**src/rtl/ghost_chaser.sv**
```systemverilog
// ghost_chaser: chasing-enemy sprite. Follows Yoshi inside a vertical zone,
// walks home when he leaves, respawns and waits after a catch, and streams
// colour-keyed pixels from an external synchronous sprite ROM.
module ghost_chaser #(
  parameter int          SPRITE_W    = 16,
  parameter int          SPRITE_H    = 16,
  parameter int          FRAMES      = 2,
  parameter int          START_X     = 608,
  parameter int          START_Y     = 17,
  parameter int          ZONE_Y_MAX  = 231,
  parameter int          TICK_BASE   = 4600000,
  parameter int          STEP        = 1,
  parameter int          ANIM_PERIOD = 20000000,
  parameter int          HOLD_TICKS  = 64,
  parameter logic [11:0] KEY_COLOR   = 12'h6DE,
  parameter int          MAX_X       = 640,
  parameter int          MAX_Y       = 480,
  localparam int         A           = $clog2(FRAMES*SPRITE_W*SPRITE_H)
) (
  input  logic         clk,
  input  logic         reset,
  input  logic [9:0]   y_x,
  input  logic [9:0]   y_y,
  input  logic [9:0]   x,
  input  logic [9:0]   y,
  input  logic [25:0]  speed_offset,
  output logic [A-1:0] rom_addr,
  input  logic [11:0]  rom_data,
  output logic [9:0]   g_x,
  output logic [9:0]   g_y,
  output logic [1:0]   state,
  output logic         caught,
  output logic         ghost_on,
  output logic [11:0]  rgb_out
);

  typedef enum logic [1:0] {HOME = 2'd0, CHASE = 2'd1, RETURN = 2'd2, HOLD = 2'd3} st_t;

  localparam int FW  = (FRAMES > 1) ? $clog2(FRAMES) : 1;
  localparam int HW  = $clog2(HOLD_TICKS + 1);
  localparam int CBW = $clog2(SPRITE_W);
  localparam int RBW = $clog2(SPRITE_H);

  localparam logic [9:0]         SX     = 10'(START_X);
  localparam logic [9:0]         SY     = 10'(START_Y);
  localparam logic [9:0]         LIM_X  = 10'(MAX_X - SPRITE_W);
  localparam logic [9:0]         LIM_Y  = 10'(MAX_Y - SPRITE_H);
  localparam logic [10:0]        W11    = 11'(SPRITE_W);
  localparam logic [10:0]        H11    = 11'(SPRITE_H);
  localparam logic signed [10:0] STEP_S = 11'(STEP);
  localparam logic [31:0]        TB32   = 32'(TICK_BASE);
  localparam logic [HW-1:0]      HOLD_N = HW'(HOLD_TICKS);

  st_t           st;
  logic [31:0]   tick_cnt, period, anim_cnt;
  logic          tick, in_zone, at_start, overlap, moving, facing_left, in_box_d;
  logic [HW-1:0] hold_cnt;
  logic [FW-1:0] frame;
  logic [9:0]    tgt_x, tgt_y, nx, ny;
  logic [10:0]   dx, dy;
  logic [CBW-1:0] col;
  logic [RBW-1:0] row;
  logic          in_box;

  // One axis step toward tgt: full STEP, snap when closer than STEP, then clamp.
  function automatic logic [9:0] step_to(input logic [9:0] cur, input logic [9:0] tgt,
                                         input logic [9:0] lim);
    logic signed [10:0] d, n;
    d = $signed({1'b0, tgt}) - $signed({1'b0, cur});
    if (d >= STEP_S)       n = $signed({1'b0, cur}) + STEP_S;
    else if (d <= -STEP_S) n = $signed({1'b0, cur}) - STEP_S;
    else                   n = $signed({1'b0, tgt});
    if (n < 11'sd0)                     n = 11'sd0;
    else if (n > $signed({1'b0, lim}))  n = $signed({1'b0, lim});
    return n[9:0];
  endfunction

  // Tick period, motion targets, zone and catch detection.
  always_comb begin
    period   = ({6'd0, speed_offset} >= TB32) ? 32'd1 : TB32 - {6'd0, speed_offset};
    tick     = tick_cnt >= period - 32'd1;
    in_zone  = y_y <= 10'(ZONE_Y_MAX);
    at_start = (g_x == SX) && (g_y == SY);
    overlap  = ({1'b0, g_x} < {1'b0, y_x} + W11) && ({1'b0, y_x} < {1'b0, g_x} + W11) &&
               ({1'b0, g_y} < {1'b0, y_y} + H11) && ({1'b0, y_y} < {1'b0, g_y} + H11);
    tgt_x    = (st == CHASE) ? y_x : SX;
    tgt_y    = (st == CHASE) ? y_y : SY;
    nx       = step_to(g_x, tgt_x, LIM_X);
    ny       = step_to(g_y, tgt_y, LIM_Y);
    moving   = tick && (((st == CHASE) && !overlap) || (st == RETURN));
  end

  // Free-running motion tick counter; wraps immediately if P shrinks below it.
  always_ff @(posedge clk) begin
    if (reset || tick) tick_cnt <= '0;
    else               tick_cnt <= tick_cnt + 32'd1;
  end

  // Behaviour FSM with position, facing, hold count and catch pulse.
  always_ff @(posedge clk) begin
    if (reset) begin
      st          <= HOME;
      g_x         <= SX;
      g_y         <= SY;
      facing_left <= 1'b0;
      hold_cnt    <= '0;
      caught      <= 1'b0;
    end else begin
      caught <= 1'b0;
      case (st)
        HOME:   if (in_zone) st <= CHASE;
        CHASE: begin
          if (overlap) begin
            caught   <= 1'b1;
            g_x      <= SX;
            g_y      <= SY;
            hold_cnt <= '0;
            st       <= HOLD;
          end else if (!in_zone) begin
            st <= RETURN;
          end
        end
        RETURN: begin
          if (in_zone)       st <= CHASE;
          else if (at_start) st <= HOME;
        end
        HOLD: begin
          g_x <= SX;
          g_y <= SY;
          if (hold_cnt >= HOLD_N) begin
            hold_cnt <= '0;
            st       <= in_zone ? CHASE : HOME;
          end else if (tick) begin
            hold_cnt <= hold_cnt + 1'b1;
          end
        end
        default: st <= HOME;
      endcase
      if (moving) begin
        g_x <= nx;
        g_y <= ny;
        if (nx < g_x)      facing_left <= 1'b1;
        else if (nx > g_x) facing_left <= 1'b0;
      end
    end
  end

  // Animation runs only while chasing; any other state parks on frame 0.
  always_ff @(posedge clk) begin
    if (reset || st != CHASE) begin
      anim_cnt <= '0;
      frame    <= '0;
    end else if (anim_cnt >= 32'(ANIM_PERIOD - 1)) begin
      anim_cnt <= '0;
      frame    <= (frame == FW'(FRAMES - 1)) ? '0 : frame + 1'b1;
    end else begin
      anim_cnt <= anim_cnt + 32'd1;
    end
  end

  // Sprite-relative coordinates and ROM address; column mirrors when facing left.
  always_comb begin
    dx       = {1'b0, x} - {1'b0, g_x};
    dy       = {1'b0, y} - {1'b0, g_y};
    in_box   = (x >= g_x) && (dx < W11) && (y >= g_y) && (dy < H11);
    col      = facing_left ? CBW'(SPRITE_W - 1) - dx[CBW-1:0] : dx[CBW-1:0];
    row      = dy[RBW-1:0];
    rom_addr = A'(32'(frame) * (SPRITE_W*SPRITE_H) + 32'(row) * SPRITE_W + 32'(col));
  end

  // Delay in_box one clk so it lines up with the synchronous ROM word.
  always_ff @(posedge clk) begin
    if (reset) in_box_d <= 1'b0;
    else       in_box_d <= in_box;
  end

  assign state    = st;
  assign rgb_out  = in_box_d ? rom_data : 12'h000;
  assign ghost_on = in_box_d && (rom_data != KEY_COLOR);

endmodule

```
**config.mk**
```make
export PLATFORM = sky130hd
export DESIGN_NAME = ghost_chaser
export DESIGN_NICKNAME = d
export VERILOG_FILES = /design/src/rtl/ghost_chaser.sv
export SDC_FILE = /design/constraint.sdc
export NUM_CORES = 1
export LEC_CHECK = 0
export CORE_UTILIZATION = 60
export CTS_CLUSTER_SIZE = 10
export DETAILED_ROUTE_END_ITERATION = 8
export DONT_BUFFER_PORTS = 1
export GPL_ROUTABILITY_DRIVEN = 0
export GPL_TIMING_DRIVEN = 1
export HOLD_SLACK_MARGIN = 0.15
export PLACE_DENSITY = 0.81
export SLEW_MARGIN = 20
export SYNTH_ARGS = -nofsm -noshare
export SYNTH_HDL_FRONTEND = slang
export SYNTH_SLANG_ARGS = --single-unit
```
**constraint.sdc**
```tcl
create_clock -name clk -period 11.8 [get_ports clk]
set_input_delay 3.54 -clock clk [delete_from_list [all_inputs] [get_ports clk]]
set_output_delay 3.54 -clock clk [all_outputs]
set_load 0.02 [all_outputs]
```
==> summary.md <==
| Metric | Value |
|---|---|
| Post-synth EDFFs | `0` |
| Top_reg_cell synth | `dfxtp_1` |
| Clk_skew | `0.0105 ns` |
| Critical path arrival | `approximately 9.6 ns` |
| Top-area cell type share of the netlist area | `17.6%` |
| Crit path kind | `primary input to register` |
| Port bufs | `0` |
| Max clock buf depth | `2` |
| FF-to-FF End | `facing_left$_SDFFE_PP0P_` |
| TritonCTS clock tree | `done` |
| Worst slew pin tran | `approximately 0.82 ns` |
| Crit path from | `speed_offset[10]` |
| Ranking of synthesized cells by area | `dfxtp_1 (18%), ha_1 (16%), xnor2_1 (6.8%)` |
| FFs w/ async S/R, synth | `0%` |
| Initial antenna violation count | `0` |
| Hold Path Class | `register to register` |
| Leakage power | `4.63 nW` |
| Initial core utilization | `61.3%` |
| Accumulated negative setup slack | `0 ns` |
| Clock sink total | `97` |
| Power Dens Cells | `115 nW/um^2` |
| Ports | `125` |
| Cell count after synthesis | `1455` |
| DP HPWL | `between 20000 and 25000 um` |
| Status | `completed` |
| Post-route clock period utilization | `78.6%` |
| GRT Total Usage | `30.1%` |
| Area grow syn2layout | `3.75%` |
| Die area | `~19000 um^2` |
| Post-CTS setup buffers | `0` |
| Routed vias | `10500` |
| First-pass GRT wire length | `45800 um` |
| Syn Area/Cell | `7.60 um^2` |
| RSZ-0062 raised after global routing | `false` |
| Drt pass-1 iters | `6` |
| Worst-path clk slew | `0.07 ns` |
| Largest net degree at the start of global routing | `33` |
| Reg2reg setup slack | `6.27 ns` |
| CTS Buf Count | `9` |
| Htree depth | `3` |
| Die H | `138 um` |
| Nets | `1642` |
| Post_cts resized | `0` |
| DR DRC count | `0` |
| Inst Count DP | `roughly 1600` |
| Final slew viol count | `0` |
| Register area share after synthesis | `17.6%` |
| Max Cap Viol | `0` |
| Chip Width | `between 100 and 150 um` |
| CORE AREA | `about 18000 um^2` |
| Max Fanout on Critical Path | `19` |
| Hold buffers post-CTS | `0` |
| Crit path to | `g_y[5]$_SDFFE_PP0P_` |
| Root Buffer Master | `clkbuf_16` |
| Clk Latency, worst-skew pair | `0.36 ns` |
| Placed Area | `11100 um^2` |
| Design area | `roughly 11000 um^2` |
| Post-synth cell types | `~100` |
| Min cycle time layout | `slightly above 9 ns` |
| Final wirelength | `28200 um` |
| Vias per inst | `6.33` |
| Grt ovf | `0` |
| Worst vdd ir | `0.0000901 V` |
| Rel. slew slack | `a little over two fifths` |
| Crit path required time | `approximately 12 ns` |
| Final setup viols | `0` |
| FMAX | `108 MHz` |
| Vias in the first global route | `just under 10000` |
| Reg2reg start | `state[0]$_SDFFE_PP0P_` |
| Worst r2r path cells | `21` |
| Final ANT Viol Nets | `0` |
| Synth warnings | `0` |
| Layout Cells excl Fill | `between 1500 and 2000` |
| Row count | `just under 50` |
| CP Launch Type | `primary input` |
| Iter 0 DRT Violations | `915` |
| Drt wl/cell | `17.0 um` |
| Cell Area, Synth | `11100 um^2` |
| Ratio of cells with drive above 1 in the final layout | `5.40%` |
| CP endpoint kind | `register` |
| #FFs+latches synth | `between 90 and 100` |
| Synth area leader | `dfxtp_1` |
| Hold Vio Cnt, Final | `0` |
| # diodes | `0` |
per-stage QoR:
step	worst slack, ns	power (mW)	hold WS, ns	utilization [%]
6_report	2.53	1.32	0.462	63.6
5_1_grt	2.07	1.40	0.497	63.6
4_1_cts	2.61	1.31	0.458	63.6
3_5_place_dp	2.26	0.998	0.446	61.8
3_3_place_gp	2.45	0.983	0.439	61.8
2_1_floorplan	2.84	0.884	0.421	-
synthesized netlist by cell type (8+ instances only):
| cell | count |
|---|---|
| inv_1 | 69 |
| o21ai_0 | 66 |
| buf_2 | 9 |
| and2_1 | 28 |
| nor4_1 | 10 |
| nor2_1 | 157 |
| or3_1 | 10 |
| a21oi_1 | 74 |
| nand2b_1 | 19 |
| o22ai_1 | 10 |
| dfxtp_1 | 97 |
| xnor2_1 | 86 |
| a211oi_1 | 15 |
| nor2b_1 | 15 |
| nand2_1 | 121 |
| o211ai_1 | 12 |
| nor3_1 | 46 |
| a31oi_1 | 18 |
| a21o_1 | 32 |
| o21a_1 | 16 |
| ha_1 | 137 |
| o31ai_1 | 8 |
| and3_1 | 37 |
| nand3_1 | 66 |
| nand4_1 | 25 |
| clkbuf_1 | 39 |
| xor2_1 | 57 |
power by group:
part	internal [mW]	switching (mW)
Sequential	0.335	0.0230
Combinational	0.262	0.389
Clock	0.156	0.151
Total	0.753	0.563
registers in the layout, summed over array words and instances, names as in the netlist:
signal / cells
tick_cnt: 32
anim_cnt: 32
hold_cnt: 7
g_y: 10
caught: 1
facing_left: 1
in_box_d: 1
g_x: 10
frame: 1
state: 2
critical path, cell delays in order:
cell and delay, ns:
or3_1 0.38, or2_0 0.38, o21ai_4 0.28, a21o_4 0.20, a21boi_2 0.09, or2_1 0.40
nor2_1 0.21, ha_1 0.56, o21a_1 0.30, a41o_2 0.22, nand2_2 0.09, o21ai_1 0.15
a21oi_1 0.06, a311oi_1 0.29, ha_1 0.21, nand4_1 0.11, nor2_1 0.15, nand2_1 0.07
o211ai_1 0.08, a21oi_1 0.08, o21ai_0 0.08, a41o_1 0.22, and2_1 0.22, nor2b_1 0.56
and2_0 0.41, a32o_1 0.21
cells in the final DEF, fill, tap and decap left out, drive strengths merged, types with 5 or more instances in the layout:
cell type / instances
a311oi: 6
a221oi: 5
and2: 32
nor3: 49
nand3: 66
xnor2: 86
a22o: 7
o2111ai: 5
or2: 8
nand4: 25
nor4: 12
nand2: 122
clkbuf: 9
o31ai: 9
conb: 7
and3: 39
mux2i: 8
or3: 10
o22ai: 10
nand2b: 20
ha: 137
xor2: 58
and4: 6
o31a: 5
a211oi: 15
o211ai: 12
nand3b: 7
nor2b: 15
nor2: 162
dfxtp: 97
inv: 75
a31oi: 18
o21a: 16
a21oi: 80
o21ai: 82
a21o: 33
per-layer routing:
metal	GRT usage, %	routed length [um]	up-vias
li1	-	-	5161
met1	36.8	12200	4808
met2	52.3	13200	448
met3	5.00	2080	57
met4	11.4	707	0
met5	0	0	-
worst min-delay path by stage:
| stage | start | endpoint | slack (ns) | depth (start not counted) |
|---|---|---|---|---|
| after detailed placement | hold_cnt[6]$_SDFFE_PP0P_ | hold_cnt[6]$_SDFFE_PP0P_ | 0.45 | 2 |
| after floorplan | hold_cnt[6]$_SDFFE_PP0P_ | hold_cnt[6]$_SDFFE_PP0P_ | 0.42 | 2 |
| final | hold_cnt[6]$_SDFFE_PP0P_ | hold_cnt[6]$_SDFFE_PP0P_ | 0.46 | 2 |
| after global placement | hold_cnt[6]$_SDFFE_PP0P_ | hold_cnt[6]$_SDFFE_PP0P_ | 0.44 | 2 |
| after global routing | hold_cnt[6]$_SDFFE_PP0P_ | hold_cnt[6]$_SDFFE_PP0P_ | 0.50 | 2 |
| after CTS | hold_cnt[6]$_SDFFE_PP0P_ | hold_cnt[6]$_SDFFE_PP0P_ | 0.46 | 2 |
kinds of logic after synthesis:
| kind of cell | count (synthesis) | synth area share (%) |
|---|---|---|
| simple gates | 588 | 26.9 |
| mux | 11 | 1.06 |
| flops | 97 | 17.6 |
| other cells | 1 | 0.0339 |
| fa+ha+maj | 141 | 16.2 |
| buf+inv | 127 | 4.69 |
| xor+xnor | 144 | 11.5 |
| compound gates | 346 | 22.0 |
area by class of cell:
type | count | area, um^2
clock buffers | 9 | 225
inverters | 72 | 270
repair buffers | 4 | 30.0
clock inverters | 7 | 96.3
flip-flops and latches | 97 | 1940
multi-input cells | 1237 | 8620
well taps | 229 | 287
fillers | 1593 | 6560
Note: power is estimated with default switching activity, not from simulation.
